File: config.mk
export PLATFORM = sky130hd
export DESIGN_NAME = mips_mem_arbiter
export DESIGN_NICKNAME = d
export VERILOG_FILES = /design/src/rtl/mips_mem_arbiter.sv
export SDC_FILE = /design/constraint.sdc
export NUM_CORES = 1
export LEC_CHECK = 0
export CAP_MARGIN = 20
export CORE_MARGIN = 3
export CORE_UTILIZATION = 40
export CTS_BUF_LIST = sky130_fd_sc_hd__clkbuf_2 sky130_fd_sc_hd__clkbuf_4 sky130_fd_sc_hd__clkbuf_8
export CTS_CLUSTER_SIZE = 28
export DETAILED_ROUTE_END_ITERATION = 10
export GPL_TIMING_DRIVEN = 0
export PLACE_DENSITY = 0.77
export SYNTH_ARGS = -nofsm -noshare
export SYNTH_HDL_FRONTEND = slang
export SYNTH_SLANG_ARGS = --single-unit
File: constraint.sdc
create_clock -name clk -period 2.17 [get_ports clk]
set_input_delay 0.3255 -clock clk [delete_from_list [all_inputs] [get_ports clk]]
set_output_delay 0.3255 -clock clk [all_outputs]
set_load 0.02 [all_outputs]
File: src/rtl/mips_mem_arbiter.sv
// rtl/mips_mem_arbiter.sv - single-port memory bus arbiter for a Harvard MIPS core's fetch and data ports
module mips_mem_arbiter #(
    parameter int TIMEOUT   = 256,
    parameter int TIMEOUT_W = 9
) (
    input  logic        clk,
    input  logic        reset,
    input  logic [31:0] instr_address,
    input  logic        instr_read,
    output logic [31:0] instr_readdata,
    output logic        instr_valid,
    input  logic [31:0] data_address,
    input  logic        data_read,
    input  logic        data_write,
    input  logic [31:0] data_writedata,
    input  logic [3:0]  data_byteenable,
    output logic [31:0] data_readdata,
    output logic        data_valid,
    output logic [31:0] mem_address,
    output logic        mem_read,
    output logic        mem_write,
    output logic [31:0] mem_writedata,
    output logic [3:0]  mem_byteenable,
    input  logic [31:0] mem_readdata,
    input  logic        mem_waitrequest,
    output logic        cpu_stall,
    output logic        bus_error
);

    typedef enum logic [1:0] {
        IDLE   = 2'd0,
        D_BUSY = 2'd1,
        I_BUSY = 2'd2
    } state_t;

    // Value of the stall counter on the last waitrequest-high cycle before abort.
    localparam logic [TIMEOUT_W-1:0] TMO_LAST = TIMEOUT_W'(TIMEOUT - 1);

    state_t         state_q, state_d;
    logic [31:0]    mem_address_q, mem_address_d;
    logic           mem_read_q, mem_read_d;
    logic           mem_write_q, mem_write_d;
    logic [31:0]    mem_writedata_q, mem_writedata_d;
    logic [3:0]     mem_byteenable_q, mem_byteenable_d;
    logic [31:0]    instr_readdata_q, instr_readdata_d;
    logic [31:0]    data_readdata_q, data_readdata_d;
    logic           instr_valid_q, instr_valid_d;
    logic           data_valid_q, data_valid_d;
    logic           bus_error_q, bus_error_d;
    logic [TIMEOUT_W-1:0] tmo_q, tmo_d;

    logic data_req;
    logic instr_req;
    logic tmo_hit;

    // A port whose valid is high this cycle is still holding the request it just had served.
    assign data_req  = (data_read | data_write) & ~data_valid_q;
    assign instr_req = instr_read & ~instr_valid_q;
    assign tmo_hit   = (TIMEOUT != 0) && (tmo_q == TMO_LAST);

    // Next-state and registered-output logic: grant in IDLE, wait for the bus in BUSY.
    always_comb begin
        state_d          = state_q;
        mem_address_d    = mem_address_q;
        mem_read_d       = mem_read_q;
        mem_write_d      = mem_write_q;
        mem_writedata_d  = mem_writedata_q;
        mem_byteenable_d = mem_byteenable_q;
        instr_readdata_d = instr_readdata_q;
        data_readdata_d  = data_readdata_q;
        instr_valid_d    = 1'b0;
        data_valid_d     = 1'b0;
        bus_error_d      = bus_error_q;
        tmo_d            = tmo_q;

        case (state_q)
            IDLE: begin
                tmo_d = '0;
                if (data_req) begin
                    // A simultaneous read and write is served as the write.
                    state_d          = D_BUSY;
                    mem_address_d    = data_address;
                    mem_write_d      = data_write;
                    mem_read_d       = ~data_write;
                    mem_writedata_d  = data_writedata;
                    mem_byteenable_d = data_write ? data_byteenable : 4'b1111;
                    if (data_read & data_write) begin
                        bus_error_d = 1'b1;
                    end
                end else if (instr_req) begin
                    state_d          = I_BUSY;
                    mem_address_d    = instr_address;
                    mem_read_d       = 1'b1;
                    mem_write_d      = 1'b0;
                    mem_writedata_d  = '0;
                    mem_byteenable_d = 4'b1111;
                end else begin
                    mem_read_d  = 1'b0;
                    mem_write_d = 1'b0;
                end
            end
            D_BUSY, I_BUSY: begin
                if (!mem_waitrequest) begin
                    state_d     = IDLE;
                    mem_read_d  = 1'b0;
                    mem_write_d = 1'b0;
                    tmo_d       = '0;
                    if (state_q == D_BUSY) begin
                        data_valid_d = 1'b1;
                        if (mem_read_q) begin
                            data_readdata_d = mem_readdata;
                        end
                    end else begin
                        instr_valid_d    = 1'b1;
                        instr_readdata_d = mem_readdata;
                    end
                end else if (tmo_hit) begin
                    // Abort: the core gets all-ones and the sticky error is raised.
                    state_d     = IDLE;
                    mem_read_d  = 1'b0;
                    mem_write_d = 1'b0;
                    tmo_d       = '0;
                    bus_error_d = 1'b1;
                    if (state_q == D_BUSY) begin
                        data_valid_d    = 1'b1;
                        data_readdata_d = 32'hFFFF_FFFF;
                    end else begin
                        instr_valid_d    = 1'b1;
                        instr_readdata_d = 32'hFFFF_FFFF;
                    end
                end else begin
                    tmo_d = tmo_q + 1'b1;
                end
            end
            default: begin
                state_d     = IDLE;
                mem_read_d  = 1'b0;
                mem_write_d = 1'b0;
            end
        endcase
    end

    // State register; reset abandons any transaction in flight.
    always_ff @(posedge clk) begin
        if (reset) begin
            state_q          <= IDLE;
            mem_address_q    <= '0;
            mem_read_q       <= 1'b0;
            mem_write_q      <= 1'b0;
            mem_writedata_q  <= '0;
            mem_byteenable_q <= '0;
            instr_readdata_q <= '0;
            data_readdata_q  <= '0;
            instr_valid_q    <= 1'b0;
            data_valid_q     <= 1'b0;
            bus_error_q      <= 1'b0;
            tmo_q            <= '0;
        end else begin
            state_q          <= state_d;
            mem_address_q    <= mem_address_d;
            mem_read_q       <= mem_read_d;
            mem_write_q      <= mem_write_d;
            mem_writedata_q  <= mem_writedata_d;
            mem_byteenable_q <= mem_byteenable_d;
            instr_readdata_q <= instr_readdata_d;
            data_readdata_q  <= data_readdata_d;
            instr_valid_q    <= instr_valid_d;
            data_valid_q     <= data_valid_d;
            bus_error_q      <= bus_error_d;
            tmo_q            <= tmo_d;
        end
    end

    assign mem_address    = mem_address_q;
    assign mem_read       = mem_read_q;
    assign mem_write      = mem_write_q;
    assign mem_writedata  = mem_writedata_q;
    assign mem_byteenable = mem_byteenable_q;
    assign instr_readdata = instr_readdata_q;
    assign data_readdata  = data_readdata_q;
    assign instr_valid    = instr_valid_q;
    assign data_valid     = data_valid_q;
    assign bus_error      = bus_error_q;

    assign cpu_stall = ~reset & ((instr_read & ~instr_valid_q) |
                                 ((data_read | data_write) & ~data_valid_q));

endmodule

**Yosys cells after proc, flatten, opt, wreduce, memory -nomap -nowiden**

Cells that the tools add are included.

- Register bits: 148
- Word-level logic and storage cells: 91

- Muxes and demuxes: 42
- Eq/ne operators: 13
- Bitwise gates (word level): 11
- Add/subtract/negate cells: 1
- Reductions and logical operators: 12

Operator list:

| cell | count |
|---|---|
| 32-bit two-way mux | 13 |
| 9-bit two-way mux | 2 |
| 9-bit case mux with 2 select lines | 1 |
| 1-bit two-way mux | 15 |
| 4-bit two-way mux | 3 |
| 2-bit != test (second input constant) | 6 |
| 5-bit AND reduction | 2 |
| 9-bit by 1-bit adder with 9-bit output (second input constant) | 1 |
| 9-bit by 8-bit equality test with 1-bit output (second input constant) | 1 |
| 2-bit two-way mux | 4 |
| 2-bit nonzero test | 4 |
| 3-bit != test (second input constant) | 2 |
| 1-bit case mux with 2 select lines | 3 |
| 1-bit inverter | 5 |
| 1-bit bitwise AND | 4 |
| 2-bit by 1-bit != test with 1-bit output (second input constant) | 2 |
| 2-bit case mux with 2 select lines | 1 |
| 2-bit AND reduction | 2 |
| 4-bit AND reduction | 1 |
| 2-bit OR reduction | 2 |
| 2-bit by 1-bit equality test with 1-bit output (second input constant) | 1 |
| 2-bit equality test (second input constant) | 1 |
| 2-bit logical NOT | 1 |
| 1-bit OR | 2 |

**Depth between registers and ports, before layout**

Gate-level depths: netlist of the first run.

- Depth after elaboration: 5
- Depth in mapped cells: 8
- Gate-level depth less buffers: 6

**Worst setup path after synthesis of the first run**

OpenSTA, ideal clock, no wires.

- Path kind: reg-to-reg
- Start: register state_q[1]
- End: register instr_readdata_q[0] (netlist: instr_readdata[0])
- Slack: 0.628 ns
- Setup time: 0.078 ns
- Data arrival time: 1.464 ns
- Stages on the path, launching flop included: 8
- Period minus slack after synthesis: 1.542 ns
- Cells stage by stage: dfxtp_1 -> inv_1 -> ha_1 -> nor2b_1 -> clkbuf_1 -> clkbuf_1 -> a21oi_1 -> nor3_1

- Cells in the longest elaborated chain, start to end: 3

Ends and longest elaborated chain:

| item | line | source |
|---|---|---|
| from (decl) | 39 | `state_t state_q, state_d;` |
| from (signal assigned) | 159 | `state_q <= state_d;` |
| 2-bit by 1-bit equality test with 1-bit output or 2-bit equality test (tied branches) | 76, 108, 124 |  |
| 2-bit != test (no line) or 2-bit OR reduction (tied branches) | - |  |
| 4-bit AND reduction (no line) * | - |  |
| to (signal assigned) | 165 | `instr_readdata_q <= instr_readdata_d;` |
| to (decl) | 45 | `logic [31:0] instr_readdata_q, instr_readdata_d;` |

Every way passes the cells marked *; elsewhere a longest branch is shown, timed or not.
A chain may end at the register's enable or synchronous reset.

**Final worst setup path of the first run**

- Start: register state_q[0]
- End: register instr_readdata_q[8] (netlist: instr_readdata[8])

The elaborated chain is that of the path after synthesis.

==> results.sh, run 1 <==
export IMPL_netlist_area_um2=5950
export IMPL_cp_arrival_ps=2320
export IMPL_cpPeakStageDelay_ps=430
export IMPL_yosysTopAreaCell="dfxtp_1"
export IMPL_cts_path_max_buffers=2
export IMPL_cp_start_kind="flip-flop"
export IMPL_pre_cts_slack_ps=-596
export IMPL_max_vdd_ir_drop_v=0.000611
export IMPL_finalMaxSlewViolations=0
export IMPL_synth_top_area_share=0.498
export IMPL_synth_edf_count=0
export IMPL_max_freq_mhz=516
export IMPL_layout_worst_path_cycle_share=0.893
export IMPL_clock_latency_ps=460
export IMPL_crit_type="flip-flop to flip-flop"
export IMPL_p_clk_frac=0.317
export IMPL_end_kind="flip-flop"
export IMPL_skew_ps=10.5
export IMPL_final_net_count=1112
export IMPL_ys_top_cells_by_area="dfxtp_1 (50%), a21oi_1 (8.0%), nor2_1 (7.2%), a211oi_2 (6.3%), a22oi_1 (4.0%)"
export IMPL_areaGrowthSynthToFinish_pct=57.4
export IMPL_p_sw_uw=2260
export IMPL_tightest_slew_ps=621
export IMPL_drtIter0Drc=301
export IMPL_hpwl_um=15300
export IMPL_h_tree_depth=4
export IMPL_yosysWarningCount=0
export IMPL_synth_commonest_cells="dfxtp_1 (148), nor2_1 (114), a21oi_1 (95)"
export IMPL_yosysUniqueCellTypes=44
export IMPL_synth_area_per_cell_um2=8.80
export IMPL_pwr_share_comb=0.270
export IMPL_yosysMostFrequentCell="dfxtp_1"
export IMPL_root_buffer="clkbuf_8"
export IMPL_path_cells="ha_1 -> nor2b_1 -> clkbuf_2 -> nand2_1 -> clkbuf_1 -> nor2_1 -> nor3_1"
export IMPL_totalWireLength_um=20100
export IMPL_cp_slowest_cell="clkbuf_1"
export IMPL_antenna_found_initial=0
export IMPL_syn_num_nets=819
export IMPL_hp_class="primary input to flip-flop"
export IMPL_synth_top_flop_cell="dfxtp_1"
export IMPL_grt_pass1_wl_um=30400
export IMPL_setup_viol=0
export IMPL_grt_remaining_overflow=0
export IMPL_fin_crit_ps=1940
export IMPL_pwr_share_seq=0.413
export IMPL_track_usage=0.237
export IMPL_cts_inserted_buffers=17
export IMPL_async_reset_ff_frac=0
export IMPL_drt_vias_per_instance=5.12
export IMPL_postSynthCellCount=676
export IMPL_clock_sinks=148
export IMPL_cpLargestDelayFamily="buffers and inverters"
export IMPL_synth_seq_area_share=0.498
export IMPL_ant_nets=0
export IMPL_firstDrtPassIters=5
export IMPL_ios=276
export IMPL_cap_violations=0
export IMPL_core_area_um2=14200
export IMPL_cts_clk_slew_worst_paths_ps=80
export IMPL_die_h_um=128
export IMPL_die_x_um=128
export IMPL_critical_path_buf_inv_count=2
export IMPL_diodes=0
export IMPL_routedWlPerCell_um=17.3
export IMPL_drive_above_1_share=0.102
export IMPL_rsz0062_at_grt="false"
export IMPL_switching_share=0.302
export IMPL_cp_required_ps=2550
export IMPL_grt_max_degree=20
export IMPL_grt_pass1_vias=5805
export IMPL_setup_ws_ps=231
export IMPL_remaining_drc_errors=0
export IMPL_cts_tree="built"
export IMPL_crit_path_max_fanout=10
export IMPL_hold_viol=0
export IMPL_die_area_um2=16400
export IMPL_status="finished, final reports clean"
export IMPL_power_leakage_uw=0.00353
export IMPL_row_count=43
export IMPL_internal_power_uw=5230
export IMPL_gp_congestion=0.857
export IMPL_ys_seq_elements=148
export IMPL_power_uw=7490
export IMPL_vias=5939
export IMPL_start_util=0.419
export IMPL_cellPowerDensity_nw_per_um2=801
export IMPL_slew_headroom=0.586
export IMPL_port_buffers=275
export IMPL_finish_utilization=0.659
## repair_timing
action | 4_1_cts | 5_1_grt
pin swaps | 1 | 0
buffers inserted | 1 | 0
resized for setup | 1 | 3
endpoints found under the hold margin | 0 | 0
endpoints found under the setup margin | 1 | 19
hold buffers | 0 | 0
## final timing paths
kind                            from                              to  slack [ps]  depth (start not counted)
max          state_q[0]$_SDFFE_PP0P_  instr_readdata[8]$_SDFFE_PP0P_         230                          7
min                  data_address[6]     mem_address[6]$_SDFFE_PP0P_         410                          3
max reg2reg  state_q[0]$_SDFFE_PP0P_  instr_readdata[8]$_SDFFE_PP0P_         230                          7
min reg2reg    tmo_q[8]$_SDFFE_PP0P_           tmo_q[8]$_SDFFE_PP0P_         450                          1
## cells by family (layout without fill, tap and decap cells)
kind of cell               count (synthesis)  count (layout)  share of synthesized area
DFF                                      148             148                      0.498
muxes                                      1               1                    0.00168
buffers and inverters                     91             396                     0.0793
and+or+nand+nor                          218             218                      0.162
xor gates and xnor gates                   7               7                     0.0103
adders and majority gates                  5               5                     0.0105
AOI/OAI and AO/OA                        206             206                      0.238
## power by group through the flow
stage               Clock, µW  Combinational [µW]  Sequential [µW]
finish                   2370                2020             3100
global route             2520                2170             3130
CTS                      2410                2040             3100
detailed placement          0                2020             3150
global placement            0                2010             3150
floorplan                   0                 737             3430
## cells in the final DEF, fill, tap and decap left out, types with 5 or more instances in the layout
cell and instances:
clkbuf_1 23, dfxtp_1 148, o21ai_0 29, a21oi_1 95, buf_2 12, clkdlybuf4s50_1 274
a22oi_1 32, nand3_1 5, nor2_1 114, clkbuf_8 22, buf_6 7, nand2_1 42
buf_4 6, ha_1 5, a211oi_2 30, nor3_1 41, inv_1 37, a211oi_1 6
## tightest hold or removal path, delay by kind of cell
| kind | cells | cell delay (ps) |
|---|---|---|
| and+or+nand+nor | 1 | 50 |
| buffers and inverters | 1 | 400 |
| AOI/OAI and AO/OA | 1 | 50 |
## sequential cells by signal, summed over array words and instances (netlist names), 2 cells and up
name and cells:
data_readdata 32, instr_readdata 32, mem_address 32, mem_byteenable 4
mem_writedata 32, state_q 2, tmo_q 9
## cell type report
cell class	count	area [µm²]
repair buffers	276	2760
fillers	1241	4850
clock inverters	10	155
flip-flops and latches	148	2960
multi-input cells	437	2520
inverters	37	139
clock buffers	21	277
plain buffers	52	318
well taps	180	225
## stage by stage
stage          area [µm²]  std cells  hold slack (ps)  TNS (ps)
3_5_place_dp         8920       1131              438     -1400
2_1_floorplan        5950        676              426         0
4_1_cts              9350       1161              381         0
5_1_grt              9360       1161              391         0
3_3_place_gp         8920       1131              430     -1010
6_report             9360       1161              408         0
## routing by layer
| metal | share of wire | track usage | vias to the layer above |
|---|---|---|---|
| met5 | 0 | 0 | - |
| met2 | 0.49 | 0.399 | 260 |
| met1 | 0.40 | 0.276 | 2753 |
| met3 | 0.095 | 0.0825 | 26 |
| li1 | - | - | 2900 |
| met4 | 0.024 | 0.0943 | 0 |
Note: power is estimated with default switching activity, not from simulation.
==> run 2: changes to the inputs <==
Settings changed: CORE_ASPECT_RATIO from default to 1.1.
==> run 2 against run 1 <==
Effect of this change:
- setup slack got worse by 130 ps
- die area barely moved
- clock skew rose by 1.3 ps
- sequential share of layout area fell by 0.16 points
- highest routed layer unchanged
- register-to-register slack barely moved
- critical endpoint is now cpu_stall
- flip-flop and latch count did not move
- maximum frequency fell by 6.4%
- largest cell class unchanged
- wire length fell by 3.9%
- utilization fell by 1.0 points
- combinational power barely moved
==> results.sh, run 2 (same netlist as run 1, synthesis figures left out) <==
export IMPL_status="finished, final reports clean"
export IMPL_tightest_slew_ps=646
export IMPL_cts_inserted_buffers=17
export IMPL_max_vdd_ir_drop_v=0.000620
export IMPL_final_net_count=1113
export IMPL_remaining_drc_errors=0
export IMPL_path_cells="clkdlybuf4s50_1 -> o21bai_4 -> clkbuf_2 -> a21oi_1 -> dlygate4sd2_1"
export IMPL_place_inst=1143
export IMPL_global_route_peak_usage_layer="met2"
export IMPL_grt_remaining_overflow=0
export IMPL_ant_nets=0
export IMPL_cts_path_max_buffers=2
export IMPL_drt_vias_per_instance=5.03
export IMPL_cp_start_kind="primary input"
export IMPL_pre_cts_slack_ps=-521
export IMPL_grt_max_degree=20
export IMPL_placed_cell_area_um2=8940
export IMPL_fin_crit_ps=2070
export IMPL_routedWlPerCell_um=16.4
export IMPL_crit_type="primary input to output pin"
export IMPL_cpPeakStageDelay_ps=590
export IMPL_final_common_cell="clkdlybuf4s50_1"
export IMPL_layout_cells_non_filler=1175
export IMPL_die_h_um=134
export IMPL_hp_class="primary input to flip-flop"
export IMPL_vias=5909
export IMPL_antenna_found_initial=0
export IMPL_clock_latency_ps=450
export IMPL_gp_congestion=0.789
export IMPL_totalWireLength_um=19300
export IMPL_met1_usage=0.264
export IMPL_cellPowerDensity_nw_per_um2=807
export IMPL_cap_violations=0
export IMPL_grt_use_met3=0.0911
export IMPL_setup_viol=0
export IMPL_row_count=46
export IMPL_hpwl_um=14400
export IMPL_end_kind="output pin"
export IMPL_ios=276
export IMPL_crit_path_max_fanout=10
export IMPL_port_buffers=275
export IMPL_h_tree_depth=4
export IMPL_hold_viol=0
export IMPL_power_leakage_uw=0.00353
export IMPL_cts_tree="built"
export IMPL_core_area_um2=14500
export IMPL_setup_ws_ps=98.6
export IMPL_track_usage=0.231
export IMPL_layout_worst_path_cycle_share=0.955
export IMPL_drive_above_1_share=0.104
export IMPL_cts_clk_slew_worst_paths_ps=90
export IMPL_firstDrtPassIters=5
export IMPL_root_buffer="clkbuf_8"
export IMPL_finalSetupTns_ps=0
export IMPL_skew_ps=11.8
export IMPL_start_util=0.410
export IMPL_clock_sinks=148
export IMPL_cp_arrival_ps=1750
export IMPL_grtUsageMet2=0.394
export IMPL_rsz0062_at_grt="false"
export IMPL_grt_pass1_vias=5760
export IMPL_final_cell_mix="clkdlybuf4s50_1 (274), dfxtp_1 (148), nor2_1 (114)"
export IMPL_cp_slowest_cell="clkdlybuf4s50_1"
export IMPL_areaGrowthSynthToFinish_pct=58.2
export IMPL_slew_headroom=0.569
export IMPL_grt_pass1_wl_um=29600
export IMPL_diodes=0
export IMPL_stdcell_area_um2=9400
export IMPL_max_freq_mhz=483
export IMPL_ctsHoldBuffers=0
export IMPL_finalMaxSlewViolations=0
export IMPL_die_x_um=122
export IMPL_die_area_um2=16400
export IMPL_drtIter0Drc=319
export IMPL_cp_required_ps=1840
-- run 2: cell count changes in the layout (fill, tap and decap cells not counted), sizes merged --
| cell | before | now |
|---|---|---|
| clkinv | 4 | 6 |
| clkbuf | 48 | 47 |
| dlymetal6s2s | 1 | 0 |
| bufinv | 4 | 5 |
| dlygate4sd2 | 0 | 1 |
-- run 2: routing by layer --
metal	vias up	part of all wire
met4	0	0.017
li1	2903	-
met5	-	0
met3	25	0.098
met1	2755	0.40
met2	226	0.49
-- run 2: worst paths after layout --
path / startpoint / end / slack [ps] / cells after the start
max: data_write / cpu_stall / 100 / 5
min: data_address[26] / mem_address[26]$_SDFFE_PP0P_ / 410 / 3
max reg2reg: state_q[0]$_SDFFE_PP0P_ / instr_readdata[26]$_SDFFE_PP0P_ / 240 / 8
min reg2reg: tmo_q[8]$_SDFFE_PP0P_ / tmo_q[8]$_SDFFE_PP0P_ / 450 / 1
-- run 2: repair_timing --
item | in CTS | in global routing
setup endpoints to repair | 1 | 30
gates cloned | 0 | 0
gates resized for setup | 3 | 2
setup buffers | 1 | 0
pin swaps | 1 | 0
-- run 2: final cells by class --
type,instances,area [µm²]
buffer,53,323
clock buffer,19,255
clock inverter,13,206
fill,1261,5100
inverter,37,139
multi-input combinational,437,2520
sequential,148,2960
tap,192,240
timing repair buffer,276,2760
-- run 2: metrics by stage --
stage               hold slack, ps  power, µW  utilization
detailed placement             441       5170        0.616
global placement               430       5150        0.616
CTS                            382       7650        0.648
global route                   391       7920        0.648
floorplan                      426       4170            -
finish                         413       7590        0.648
-- run 2: critical path: cells and delay by family --
family	cells	cell delay [ps]
AO/OA/AOI/OAI	2	250
buffers and inverters	3	1160
-- run 2: power by group --
part / switching, µW / total [µW] / internal (µW)
Clock: 1070 / 2480 / 1410
Combinational: 1070 / 2010 / 943
Sequential: 130 / 3090 / 2960
Total: 2270 / 7590 / 5320
==> run 3: changes to the inputs <==
Settings changed: SETUP_SLACK_MARGIN from default to 0.3.
==> run 3 against run 2 <==
Effect of this change:
- wire length up 0.58%
- flip-flop and latch count unchanged
- non-clock buffer count up 2
- global-route usage up 0.15 points
- largest power group unchanged
- critical endpoint is now data_valid
- largest cell class unchanged
- count of clock-buffer cells in the layout unchanged
==> results.sh, run 3 (same netlist as run 1, synthesis figures left out) <==
export IMPL_finalSetupTns_ps=0
export IMPL_crit_start="data_valid$_SDFF_PP0_"
export IMPL_drive_above_1_share=0.115
export IMPL_skew_ps=11.0
export IMPL_cts_tree="built"
export IMPL_die_area_um2=16400
export IMPL_final_cell_mix="clkdlybuf4s50_1 (273), dfxtp_1 (147), nor2_1 (114)"
export IMPL_h_tree_depth=4
export IMPL_final_net_count=1115
export IMPL_cap_violations=0
export IMPL_rr_worst_depth=6
export IMPL_r2r_slack_ps=440
export IMPL_grt_pass1_wl_um=29800
export IMPL_antenna_found_initial=1
export IMPL_core_area_um2=14500
export IMPL_end_kind="output pin"
export IMPL_finalMaxSlewViolations=0
export IMPL_grt_remaining_overflow=0
export IMPL_slew_headroom=0.573
export IMPL_hold_viol=0
export IMPL_hp_class="primary input to flip-flop"
export IMPL_layout_worst_path_cycle_share=0.828
export IMPL_firstDrtPassIters=5
export IMPL_whs_ps=392
export IMPL_power_uw=7600
export IMPL_status="finished, final reports clean"
export IMPL_totalWireLength_um=19400
export IMPL_finish_utilization=0.652
export IMPL_die_h_um=134
export IMPL_path_cells="clkdlybuf4s50_1"
export IMPL_vias=5933
export IMPL_crit_type="flip-flop to output pin"
export IMPL_port_buffers=275
export IMPL_remaining_drc_errors=0
export IMPL_clock_latency_ps=450
export IMPL_grt_pass1_vias=5779
export IMPL_ant_nets=0
export IMPL_clock_sinks=148
export IMPL_cpLargestDelayFamily="buffers and inverters"
export IMPL_root_buffer="clkbuf_8"
export IMPL_start_util=0.410
export IMPL_max_vdd_ir_drop_v=0.000618
export IMPL_drt_vias_per_instance=5.04
export IMPL_crit_path_end="data_valid"
export IMPL_tightest_slew_ps=641
export IMPL_track_usage=0.232
export IMPL_row_count=46
export IMPL_cellPowerDensity_nw_per_um2=804
export IMPL_power_leakage_uw=0.00357
export IMPL_drtIter0Drc=293
export IMPL_hpwl_um=14400
export IMPL_max_freq_mhz=556
export IMPL_cpPeakStageDelay_ps=660
export IMPL_ios=276
export IMPL_rr_endpoint="instr_readdata[26]$_SDFFE_PP0P_"
export IMPL_cp_start_kind="flip-flop"
export IMPL_grt_max_degree=17
export IMPL_die_x_um=122
export IMPL_gp_congestion=0.789
export IMPL_fin_crit_ps=1800
export IMPL_final_common_cell="clkdlybuf4s50_1"
export IMPL_r2r_start="tmo_q[0]$_SDFFE_PP0P_"
export IMPL_rsz0062_at_grt="false"
export IMPL_cts_clk_slew_worst_paths_ps=80
export IMPL_cp_depth=1
export IMPL_setup_viol=0
export IMPL_cp_slowest_cell="clkdlybuf4s50_1"
export IMPL_ctsHoldBuffers=0
export IMPL_crit_path_max_fanout=4
export IMPL_cp_required_ps=1840
export IMPL_cts_path_max_buffers=2
export IMPL_routedWlPerCell_um=16.5
export IMPL_cp_arrival_ps=1470
export IMPL_critical_path_buf_inv_count=1
export IMPL_cts_inserted_buffers=17
export IMPL_areaGrowthSynthToFinish_pct=59.1
## run 3: worst min-delay path by stage
stage                     startpoint  slack (ps)                     end  depth (start not counted)
2_1_floorplan  tmo_q[8]$_SDFFE_PP0P_         430   tmo_q[8]$_SDFFE_PP0P_                          1
3_3_place_gp   tmo_q[8]$_SDFFE_PP0P_         430   tmo_q[8]$_SDFFE_PP0P_                          1
3_5_place_dp   tmo_q[8]$_SDFFE_PP0P_         440   tmo_q[8]$_SDFFE_PP0P_                          1
4_1_cts                   data_write         360  mem_write$_SDFFE_PP0P_                          3
5_1_grt                   data_write         380  mem_write$_SDFFE_PP0P_                          3
6_report                  data_write         390  mem_write$_SDFFE_PP0P_                          3
## run 3: per-layer routing
metal,vias up,part of all wire,GRT usage
li1,2912,-,-
met1,2772,0.39,0.266
met2,225,0.49,0.396
met3,24,0.099,0.0941
met4,0,0.017,0.0709
met5,-,0,0
## run 3: metrics by stage
step | cells | setup slack, ps | instance area [µm²]
5_1_grt | 1178 | 302 | 9460
4_1_cts | 1177 | 300 | 9440
6_report | 1178 | 373 | 9460
2_1_floorplan | 676 | 628 | 5950
3_5_place_dp | 1143 | -521 | 8940
3_3_place_gp | 1143 | -505 | 8940
## run 3: worst register-to-register path, stage by stage (launching register included)
cell	delay, ps
dfxtp_1	380
ha_1	240
nand4b_2	230
o21ai_4	350
buf_6	200
a21oi_1	80
nor3_1	180
## run 3: where the power goes
part           internal [µW]  switching [µW]
Clock                   1410            1070
Combinational            958            1080
Sequential              2960             130
Total                   5330            2270
## run 3: layout make-up
class / count / area, µm²
Sequential cell: 148 / 2960
Timing Repair Buffer: 277 / 2760
Inverter: 37 / 139
Fill cell: 1251 / 5040
Buffer: 54 / 358
Antenna cell: 1 / 2.50
Clock inverter: 13 / 206
Clock buffer: 19 / 255
Multi-Input combinational cell: 437 / 2530
Tap cell: 192 / 240
## run 3: timing repair
action | in CTS | in global routing
pin swaps | 1 | 0
endpoints found under the setup margin | 34 | 78
gates resized for setup | 17 | 12
setup buffers | 2 | 0
